[config.mk]
export PLATFORM = sky130hd
export DESIGN_NAME = cpu4_ctrl
export DESIGN_NICKNAME = d
export VERILOG_FILES = /design/src/rtl/cpu4_ctrl.sv
export SDC_FILE = /design/constraint.sdc
export NUM_CORES = 1
export LEC_CHECK = 0
export CORE_ASPECT_RATIO = 2
export CORE_UTILIZATION = 35
export DETAILED_ROUTE_END_ITERATION = 16
export HOLD_SLACK_MARGIN = 0.12
export PLACE_DENSITY = 0.69
export SLEW_MARGIN = 20
export SYNTH_ARGS = -nofsm -noshare
export SYNTH_HDL_FRONTEND = slang
export SYNTH_SLANG_ARGS = --single-unit
[constraint.sdc]
create_clock -name CLK -period 3.9 [get_ports CLK]
set_clock_uncertainty 0.1 [all_clocks]
set_input_delay 0.975 -clock CLK [delete_from_list [all_inputs] [get_ports CLK]]
set_output_delay 0.975 -clock CLK [all_outputs]
set_load 0.01 [all_outputs]
[src/rtl/cpu4_ctrl.sv]
// Multi-cycle MIPS-style control FSM: sequences fetch/decode/execute/write-back
// and decodes datapath controls from the current state, opcode, funct and zero.
module cpu4_ctrl #(
    parameter bit HALT_ON_ILLEGAL = 1'b1
) (
    input  logic        CLK,
    input  logic        reset,
    input  logic [5:0]  Op,
    input  logic [5:0]  Funct,
    input  logic        zero,
    output logic        PCEn,
    output logic        InstrmemWr,
    output logic        IRWrite,
    output logic        RegDst,
    output logic        RegWrite,
    output logic        ALUSrcA,
    output logic [1:0]  ALUSrcB,
    output logic        MemOrReg,
    output logic        signext,
    output logic [1:0]  PCSrc,
    output logic [10:0] ALUControl,
    output logic [3:0]  state,
    output logic        illegal
);

    localparam logic [5:0] OP_RTYPE = 6'b000000;
    localparam logic [5:0] OP_LW    = 6'b100011;
    localparam logic [5:0] OP_SW    = 6'b101011;
    localparam logic [5:0] OP_BEQ   = 6'b000100;
    localparam logic [5:0] OP_BNE   = 6'b000101;
    localparam logic [5:0] OP_ADDI  = 6'b001000;
    localparam logic [5:0] OP_ANDI  = 6'b001100;
    localparam logic [5:0] OP_ORI   = 6'b001101;
    localparam logic [5:0] OP_LUI   = 6'b001111;
    localparam logic [5:0] OP_J     = 6'b000010;

    localparam logic [10:0] ALU_ADD = 11'h001;
    localparam logic [10:0] ALU_SUB = 11'h002;
    localparam logic [10:0] ALU_AND = 11'h004;
    localparam logic [10:0] ALU_OR  = 11'h008;
    localparam logic [10:0] ALU_XOR = 11'h010;
    localparam logic [10:0] ALU_NOR = 11'h020;
    localparam logic [10:0] ALU_SLT = 11'h040;
    localparam logic [10:0] ALU_SLL = 11'h080;
    localparam logic [10:0] ALU_SRL = 11'h100;
    localparam logic [10:0] ALU_SRA = 11'h200;
    localparam logic [10:0] ALU_LUI = 11'h400;

    typedef enum logic [3:0] {
        S_FETCH  = 4'd0,
        S_DECODE = 4'd1,
        S_MEMADR = 4'd2,
        S_MEMRD  = 4'd3,
        S_MEMWB  = 4'd4,
        S_MEMWR  = 4'd5,
        S_RTEX   = 4'd6,
        S_ALUWB  = 4'd7,
        S_BRANCH = 4'd8,
        S_IMMEX  = 4'd9,
        S_IMMWB  = 4'd10,
        S_JUMP   = 4'd11,
        S_HALT   = 4'd15
    } state_t;

    state_t      state_q, state_d;
    logic        run_q;
    logic        illegal_q, illegal_d;
    logic        funct_ok;
    logic [10:0] funct_alu;
    logic        decode_bad;

    // run_q holds outputs at zero until the first edge after reset release
    always_ff @(posedge CLK or negedge reset) begin
        if (!reset) begin
            state_q   <= S_FETCH;
            run_q     <= 1'b0;
            illegal_q <= 1'b0;
        end else begin
            state_q   <= state_d;
            run_q     <= 1'b1;
            illegal_q <= illegal_d;
        end
    end

    always_comb begin
        funct_ok  = 1'b1;
        funct_alu = ALU_ADD;
        case (Funct)
            6'b100000: funct_alu = ALU_ADD;
            6'b100010: funct_alu = ALU_SUB;
            6'b100100: funct_alu = ALU_AND;
            6'b100101: funct_alu = ALU_OR;
            6'b100110: funct_alu = ALU_XOR;
            6'b100111: funct_alu = ALU_NOR;
            6'b101010: funct_alu = ALU_SLT;
            6'b000000: funct_alu = ALU_SLL;
            6'b000010: funct_alu = ALU_SRL;
            6'b000011: funct_alu = ALU_SRA;
            default:   funct_ok  = 1'b0;
        endcase
    end

    always_comb begin
        state_d    = state_q;
        illegal_d  = illegal_q;
        decode_bad = 1'b0;
        PCEn       = 1'b0;
        InstrmemWr = 1'b0;
        IRWrite    = 1'b0;
        RegDst     = 1'b0;
        RegWrite   = 1'b0;
        ALUSrcA    = 1'b0;
        ALUSrcB    = 2'b00;
        MemOrReg   = 1'b0;
        signext    = 1'b0;
        PCSrc      = 2'b00;
        ALUControl = '0;
        if (run_q) begin
            case (state_q)
                S_FETCH: begin
                    state_d    = S_DECODE;
                    IRWrite    = 1'b1;
                    PCEn       = 1'b1;
                    ALUSrcB    = 2'b01;
                    ALUControl = ALU_ADD;
                end
                S_DECODE: begin
                    ALUSrcB    = 2'b11;
                    ALUControl = ALU_ADD;
                    signext    = 1'b1;
                    case (Op)
                        OP_LW, OP_SW:                      state_d = S_MEMADR;
                        OP_RTYPE: if (funct_ok)            state_d = S_RTEX;
                                  else                     decode_bad = 1'b1;
                        OP_BEQ, OP_BNE:                    state_d = S_BRANCH;
                        OP_ADDI, OP_ANDI, OP_ORI, OP_LUI:  state_d = S_IMMEX;
                        OP_J:                              state_d = S_JUMP;
                        default:                           decode_bad = 1'b1;
                    endcase
                    if (decode_bad) begin
                        illegal_d = 1'b1;
                        state_d   = HALT_ON_ILLEGAL ? S_HALT : S_FETCH;
                    end
                end
                S_MEMADR: begin
                    state_d    = (Op == OP_SW) ? S_MEMWR : S_MEMRD;
                    ALUSrcA    = 1'b1;
                    ALUSrcB    = 2'b10;
                    signext    = 1'b1;
                    ALUControl = ALU_ADD;
                end
                S_MEMRD: state_d = S_MEMWB;
                S_MEMWB: begin
                    state_d  = S_FETCH;
                    RegWrite = 1'b1;
                    MemOrReg = 1'b1;
                end
                S_MEMWR: begin
                    state_d    = S_FETCH;
                    InstrmemWr = 1'b1;
                end
                S_RTEX: begin
                    state_d    = S_ALUWB;
                    ALUSrcA    = 1'b1;
                    ALUControl = funct_alu;
                end
                S_ALUWB: begin
                    state_d  = S_FETCH;
                    RegWrite = 1'b1;
                    RegDst   = 1'b1;
                end
                S_BRANCH: begin
                    state_d    = S_FETCH;
                    ALUSrcA    = 1'b1;
                    ALUControl = ALU_SUB;
                    PCSrc      = 2'b01;
                    PCEn       = (Op == OP_BNE) ? ~zero : zero;
                end
                S_IMMEX: begin
                    state_d = S_IMMWB;
                    ALUSrcA = 1'b1;
                    ALUSrcB = 2'b10;
                    case (Op)
                        OP_ANDI: ALUControl = ALU_AND;
                        OP_ORI:  ALUControl = ALU_OR;
                        OP_LUI:  ALUControl = ALU_LUI;
                        default: begin
                            ALUControl = ALU_ADD;
                            signext    = 1'b1;
                        end
                    endcase
                end
                S_IMMWB: begin
                    state_d  = S_FETCH;
                    RegWrite = 1'b1;
                end
                S_JUMP: begin
                    state_d = S_FETCH;
                    PCSrc   = 2'b10;
                    PCEn    = 1'b1;
                end
                S_HALT:  state_d = S_HALT;
                default: state_d = S_FETCH;
            endcase
        end
    end

    assign state   = state_q;
    assign illegal = illegal_q;

endmodule

==> results_dict.tcl, run 1 <==
set metrics [dict create \
    pin_count 43 \
    power.density_mw_per_mm2 431 \
    dieArea_sq_mm 0.00325 \
    layout-drive-gt1-share_pct 16.2 \
    peakVddDrop_mv 0.382 \
    place_area_sq_mm 0.00158 \
    yosys_register_bits 6 \
    path_max_fanout 3 \
    slew_viol_final 0 \
    finalInstanceArea_sq_mm 0.00166 \
    synth-xor-area-share_pct 2.49 \
    cts_max_level 1 \
    synth_top_family_by_area "simple AND/OR/NAND/NOR gates" \
    synthesis.nets 182 \
    endpoint_kind "output port" \
    synthMuxAreaShare_pct 0.950 \
    clock_sinks 6 \
    track_usage_pct 25.0 \
    crit_arrival_ps 2790 \
    maxCapViolations 0 \
    vias 1460 \
    drt_iter0_drc 43 \
    synth_top_cell_by_area "dfrtp_1" \
    fin_crit_ps 3860 \
    ys.flop_type "dfrtp_1" \
    grt_first_pass_wirelength_um 5800 \
    die_h_um 79.6 \
    final_common_cell "clkdlybuf4s50_1" \
    clock_latency_ps 230 \
    synth_area_leaders "dfrtp_1, nor2_1, nand2_1, nor3_1, o21ai_0" \
    yosysTopAreaCellShare_pct 14.3 \
    clockBufferDepth 2 \
    power_leakage_nw 0.674 \
    overflow 0 \
    syn_inst 167 \
    synth_compound_area_share_pct 27.7 \
    ant_nets 0 \
    synthDistinctLibCells 48 \
    yosysSeqAreaShare_pct 14.3 \
    antenna_found_initial 0 \
    antenna_cells 0 \
    initial_core_util_pct 37.6 \
    gp_congestion 0.843 \
    yosys_warnings 0 \
    grt_max_degree 17 \
    hold_viol_final 0 \
    setup_viol 0 \
    dpl.cell_count 247 \
    r2r_end "state[3]" \
    mappedNetlistArea_sq_mm 0.00105 \
    hp-start "illegal" \
    fp-row-count 27 \
    max_clock_freq_mhz 259 \
    path_class "input pin to output port" \
    fin_crit_sh_pct 99.1 \
    synth_edf_count 0 \
    avgRoutedWirePerCell_um 15.0 \
    holdBufCountCts 0 \
    cts-root-buf "clkbuf_8" \
    drc 0 \
    start_kind "input pin" \
    r2r.worst_path.cells 5 \
    die_w_um 40.8 \
    postRouteWirelength_um 3770 \
    grt_pass1_vias 1339 \
    dr.pass1.iters 4 \
    layout_common_cells "clkdlybuf4s50_1, nor2_1, buf_4, nand2_1" \
    viasPerCell 5.82 \
    fin_cells 251 \
    synth-adder-area-share_pct 0 \
    syn2layout_area_growth_pct 57.6 \
    whs_path_depth 1 \
    cp_data_required_time_ps 2820 \
    r2r_start "state[1]" \
    hold_class "register to register" \
    grt_setup_unrepaired "yes" \
    cts_buffers 3 \
    run_status "finished clean" \
    tritoncts "built" \
    syn_avg_cell_area_sq_um 6.31 \
    synthSimpleGateAreaFrac_pct 42.6 \
    reg2reg_slack_ps 2140 \
    final_nets 239 \
    min_to "illegal" \
    core_area_sq_mm 0.00280 \
    clk_pin_slew_ps 40 \
    async_flop_share_pct 100 \
    hpwl_um 2990 \
    place.port_buffers 42 \
]
-- cell type report --
| type | count | area (sq um) |
|---|---|---|
| clock buffers | 3 | 41.3 |
| fillers | 268 | 1140 |
| inverters | 6 | 22.5 |
| multi-input cells | 141 | 817 |
| flip-flops and latches | 6 | 150 |
| well taps | 29 | 36.3 |
| repair buffers | 66 | 593 |
-- cells by family after synthesis --
| group | after synthesis |
|---|---|
| AO/OA/AOI/OAI | 44 |
| XOR/XNOR | 3 |
| buffers and inverters | 20 |
| flip-flops | 6 |
| multiplexers | 1 |
| other | 1 |
| AND/OR/NAND/NOR | 92 |
-- registers in the layout, summed over array words and instances, names as in the netlist --
name     cells
state        4
illegal      1
run_q        1
-- per-layer routing --
metal / wire (um) / part of all wire, % / vias up / GRT usage (%)
li1: - / - / 710 / -
met1: 1310 / 35 / 670 / 26.2
met2: 2150 / 57 / 68 / 46.3
met3: 202 / 5.4 / 12 / 2.23
met4: 116 / 3.1 / 0 / 8.33
met5: 0 / 0 / - / 0
-- critical path: stages --
cell             delay (ps)
clkdlybuf4s50_1         520
nand3b_1                150
nor4_2                  260
buf_4                   180
nand2_1                  60
nor2_1                   90
clkdlybuf4s50_1         550
-- where the power goes --
group / switching [W] / internal [W] / total [W]
combinational: 0.000284 / 0.000226 / 0.000510
sequential: 0.0000285 / 0.0000829 / 0.000111
clock: 0.0000286 / 0.0000665 / 0.0000950
-- Yosys cell counts (2+ instances only) --
library cell	number
clkbuf_1	7
a311oi_1	2
a22oi_1	2
a211oi_1	2
a32oi_1	2
buf_6	3
inv_1	6
a21oi_1	9
dfrtp_1	6
nand3_1	4
and2_1	2
nor2b_1	3
nand2b_1	5
nor2_1	30
nand4_1	2
nor3_1	11
nand2_1	21
nor4_1	2
o221ai_1	2
or3_1	2
or4_1	2
clkbuf_8	2
xor2_1	2
a31oi_1	2
o21ai_0	10
nand3b_1	3
o21ai_1	2
-- how the worst max path moves through the flow --
stage	cells past startpoint	start	endpoint
2_1_floorplan	6	Op[5]	PCEn
3_3_place_gp	6	Op[4]	PCEn
3_5_place_dp	6	Op[4]	PCEn
4_1_cts	7	Funct[3]	ALUControl[4]
5_1_grt	7	Funct[4]	ALUControl[5]
6_report	7	Funct[2]	ALUControl[5]
-- timing repair --
| action | 4_1_cts | 5_1_grt |
|---|---|---|
| buffers inserted | 0 | 1 |
| gates resized for setup | 16 | 3 |
| pin swaps | 0 | 1 |
| endpoints found under the setup margin | 10 | 5 |
-- metrics by stage --
| step | hold WS [ps] | setup TNS (ps) | util [%] | setup slack (ps) | total power, W |
|---|---|---|---|---|---|
| finish | 371 | 0 | 59.2 | 35.5 | 0.000716 |
| global route | 392 | -29.4 | 59.2 | -18.0 | 0.000773 |
| CTS | 380 | 0 | 58.5 | 43.6 | 0.000713 |
| detailed placement | 361 | -1070 | 56.4 | -361 | 0.000619 |
| global placement | 369 | -916 | 56.4 | -308 | 0.000614 |
| floorplan | 413 | 0 | - | 367 | 0.000427 |
Power figures use the tool's default switching activity.
==> inputs of run 2 (changes only) <==
CTS_CLUSTER_DIAMETER = 30   (was default)
PLACE_DENSITY = 0.73   (was 0.69)
==> results_dict.tcl, run 2 (synthesis results as in run 1) <==
set metrics [dict create \
    postRouteWirelength_um 3950 \
    grt_first_pass_wirelength_um 6190 \
    maxCapViolations 0 \
    fin_setup_tns_ps 0 \
    dpl.cell_count 251 \
    clock_latency_ps 220 \
    cp_top_family "simple AND/OR/NAND/NOR gates" \
    grt_max_degree 16 \
    cts-root-buf "clkbuf_8" \
    initial_core_util_pct 37.6 \
    hpwl_um 3130 \
    endpoint_kind "output port" \
    track_usage_pct 26.2 \
    crit_arrival_ps 2750 \
    peakVddDrop_mv 0.509 \
    fin_crit_ps 3820 \
    hold_class "register to register" \
    path_depth 6 \
    die_w_um 40.8 \
    layout-drive-gt1-share_pct 17.3 \
    crit_buf_inv 2 \
    largest_register_ffs 4 \
    setup_viol 0 \
    filler_cell_count 283 \
    die_h_um 79.6 \
    fin_util_pct 60.0 \
    crit_start "Op[5]" \
    run_status "finished clean" \
    antenna_found_initial 0 \
    antenna_cells 0 \
    hp-start "illegal" \
    hold_viol_final 0 \
    final_nets 243 \
    avgRoutedWirePerCell_um 15.5 \
    fp-row-count 27 \
    crit_chain "clkdlybuf4s50_1 -> or2_1 -> or4b_4 -> xor2_1 -> a311oi_1 -> buf_2" \
    clock_sinks 6 \
    cts_buffers 3 \
    cts_max_level 1 \
    clockBufferDepth 2 \
    final_common_cell "clkdlybuf4s50_1" \
    tritoncts "built" \
    r2r_start "state[1]" \
    vias 1486 \
    pin_count 43 \
    crit_slowest_cell "or4b_4" \
    critPathMaxStageDelay_ps 510 \
    slew_viol_final 0 \
    clk_pin_slew_ps 30 \
    layout_common_cells "clkdlybuf4s50_1, nor2_1, buf_4, nand2_1, nor3_1" \
    cp_data_required_time_ps 2820 \
    fin_cells 255 \
    whs_path_depth 1 \
    path_class "input pin to output port" \
    power.density_mw_per_mm2 425 \
    viasPerCell 5.83 \
    path_max_fanout 2 \
    grt_pass1_vias 1482 \
    syn2layout_area_growth_pct 59.7 \
    dr.pass1.iters 4 \
    overflow 0 \
    drc 0 \
    gp_congestion 0.873 \
    grt_setup_unrepaired "no" \
    r2r.worst_path.cells 5 \
    core_area_sq_mm 0.00280 \
    place.port_buffers 42 \
    start_kind "input pin" \
    max_clock_freq_mhz 262 \
    ant_nets 0 \
    drt_iter0_drc 53 \
    power_leakage_nw 0.695 \
    fin_crit_sh_pct 98.0 \
    dieArea_sq_mm 0.00325 \
]
## run 2: cell types whose count changed in the layout (fill, tap and decap cells not counted), sizes merged
| cell | previous run | this run |
|---|---|---|
| buf | 25 | 29 |
| clkdlybuf4s50 | 33 | 31 |
| dlygate4sd2 | 6 | 8 |
## run 2: where the power goes
group | switching [W] | internal (W) | total [W]
Clock | 0.0000223 | 0.0000659 | 0.0000882
Combinational | 0.000284 | 0.000227 | 0.000511
Sequential | 0.0000337 | 0.0000828 | 0.000117
Total | 0.000340 | 0.000375 | 0.000716
## run 2: per-layer routing
| metal | part of all wire (%) | track usage (%) | wire length, um |
|---|---|---|---|
| met3 | 4.0 | 5.57 | 157 |
| met2 | 58 | 47.5 | 2300 |
| met4 | 2.9 | 14.3 | 115 |
| met1 | 35 | 23.5 | 1370 |
| met5 | 0 | 0 | 0 |
## run 2: what timing repair did
item / 4_1_cts / 5_1_grt
pin swaps: 1 / 2
buffers inserted: 1 / 0
hold buffers: 0 / 0
resized for setup: 15 / 5
endpoints found under the setup margin: 10 / 3
## run 2: through the flow
stage	hold WS, ps	total power (W)	cell area, sq um	setup WS, ps
global placement	370	0.000613	1610	-326
CTS	381	0.000713	1680	8.39
global route	405	0.000773	1680	5.81
finish	385	0.000716	1680	77.8
detailed placement	373	0.000620	1610	-357
floorplan	413	0.000427	1050	367
## run 2: final cells by class
type	count	area (sq um)	share of cell area (%)
Timing Repair Buffer	70	621	36.9
Tap cell	29	36.3	2.16
Sequential cell	6	150	8.92
Inverter	6	22.5	1.34
Clock buffer	3	41.3	2.45
Multi-Input combinational cell	141	812	48.3
## run 2: path summary, 6_finish.rpt
path                       slack [ps]  endpoint
hold reg to reg                   390   illegal
max in group asynchronous        2590  state[2]
setup reg to reg                 2100  state[3]
min in group asynchronous         900  state[3]
hold / removal                    390   illegal
setup / recovery                   80      PCEn
==> inputs of run 3 (changes only) <==
SKIP_LAST_GASP = 1   (was default)
==> results_dict.tcl, run 3 (synthesis results as in run 1) <==
set metrics [dict create \
    run_status "finished clean" \
    max_clock_freq_mhz 258 \
    place.port_buffers 42 \
    crit_slowest_cell "or4b_4" \
    antenna_found_initial 0 \
    core_area_sq_mm 0.00280 \
    power.density_mw_per_mm2 421 \
    layout-drive-gt1-share_pct 18.4 \
    clock_latency_ps 220 \
    final_nets 245 \
    clockBufferDepth 2 \
    postRouteWirelength_um 4030 \
    cts-root-buf "clkbuf_8" \
    cp_data_required_time_ps 2820 \
    tritoncts "built" \
    viasPerCell 5.75 \
    pin_count 43 \
    grt_pass1_vias 1480 \
    power_leakage_nw 0.719 \
    r2r.worst_path.cells 5 \
    drt_iter0_drc 38 \
    syn2layout_area_growth_pct 62.8 \
    gp_congestion 0.873 \
    peakVddDrop_mv 0.514 \
    maxCapViolations 0 \
    crit_chain "clkdlybuf4s50_1 -> or2_0 -> or4b_4 -> xor2_1 -> a311oi_1 -> clkbuf_2" \
    drc 0 \
    clock_sinks 6 \
    track_usage_pct 26.2 \
    hold_viol_final 0 \
    crit_arrival_ps 2800 \
    grt_setup_unrepaired "yes" \
    dr.pass1.iters 4 \
    vias 1477 \
    die_w_um 40.8 \
    largest_register_ffs 4 \
    holdBufCountCts 0 \
    avgRoutedWirePerCell_um 15.7 \
    hpwl_um 3130 \
    cts_max_level 1 \
    ant_nets 0 \
    cts_buffers 3 \
    die_h_um 79.6 \
    overflow 0 \
    critPathMaxStageDelay_ps 520 \
    place_area_sq_mm 0.00161 \
    whs_path_depth 1 \
    start_kind "input pin" \
    cp_top_family "simple AND/OR/NAND/NOR gates" \
    slew_viol_final 0 \
    fin_util_pct 61.2 \
    antenna_cells 0 \
    fp-row-count 27 \
    endpoint_kind "output port" \
    final_common_cell "clkdlybuf4s50_1" \
    path_depth 6 \
    fin_setup_tns_ps 0 \
    hold_class "register to register" \
    dieArea_sq_mm 0.00325 \
    path_class "input pin to output port" \
    crit_buf_inv 2 \
    path_max_fanout 2 \
    clk_pin_slew_ps 30 \
    grt_first_pass_wirelength_um 6200 \
    finalInstanceArea_sq_mm 0.00172 \
    setup_viol 0 \
    layout_common_cells "clkdlybuf4s50_1, nor2_1, buf_4, nand2_1, nor3_1" \
    total_power_w 0.000723 \
    initial_core_util_pct 37.6 \
    fin_crit_sh_pct 99.4 \
    fin_crit_ps 3880 \
    grt_max_degree 16 \
]
run 3: cell type report:
class / count / area, sq um
Multi-Input combinational cell: 141 / 828
Tap cell: 29 / 36.3
Inverter: 6 / 22.5
Fill cell: 274 / 1090
Sequential cell: 6 / 150
Clock buffer: 3 / 41.3
Timing Repair Buffer: 72 / 637
run 3: worst paths after layout:
path,start,end,slack (ps)
worst max register to register,state[1],state[3],2090
worst max-delay path,Op[4],PCEn,20
worst min-delay path,illegal,illegal,390
min in group asynchronous,reset,state[3],900
worst min register to register,illegal,illegal,390
max in group asynchronous,reset,state[2],2590
run 3: worst reg2reg max path: cells and delay by family, from the launching register on:
kind	cells	cell delay [ps]
compound gates	3	570
flops	1	500
simple gates	2	540
run 3: routing by layer:
layer	track usage, %	wire length [um]
met5	0	0
met4	13.3	76
met3	5.57	143
met2	47.8	2420
met1	23.7	1390
run 3: where the power goes:
group	internal (W)	total, W	leakage (nW)	switching (W)
combinational	0.000228	0.000517	0.626	0.000288
sequential	0.0000828	0.000118	0.0713	0.0000349
clock	0.0000659	0.0000882	0.0216	0.0000222
run 3: repair_timing:
item | CTS | global route
resized for setup | 12 | 8
pin swaps | 0 | 3
endpoints found under the setup margin | 10 | 4
buffers inserted | 1 | 2
run 3: stage by stage:
| stage | cells | worst slack [ps] | hold WS (ps) |
|---|---|---|---|
| 6_report | 257 | 23.0 | 385 |
| 5_1_grt | 257 | -68.7 | 405 |
| 4_1_cts | 255 | -97.0 | 381 |
| 3_5_place_dp | 251 | -357 | 373 |
| 3_3_place_gp | 251 | -326 | 370 |
| 2_1_floorplan | 167 | 367 | 413 |
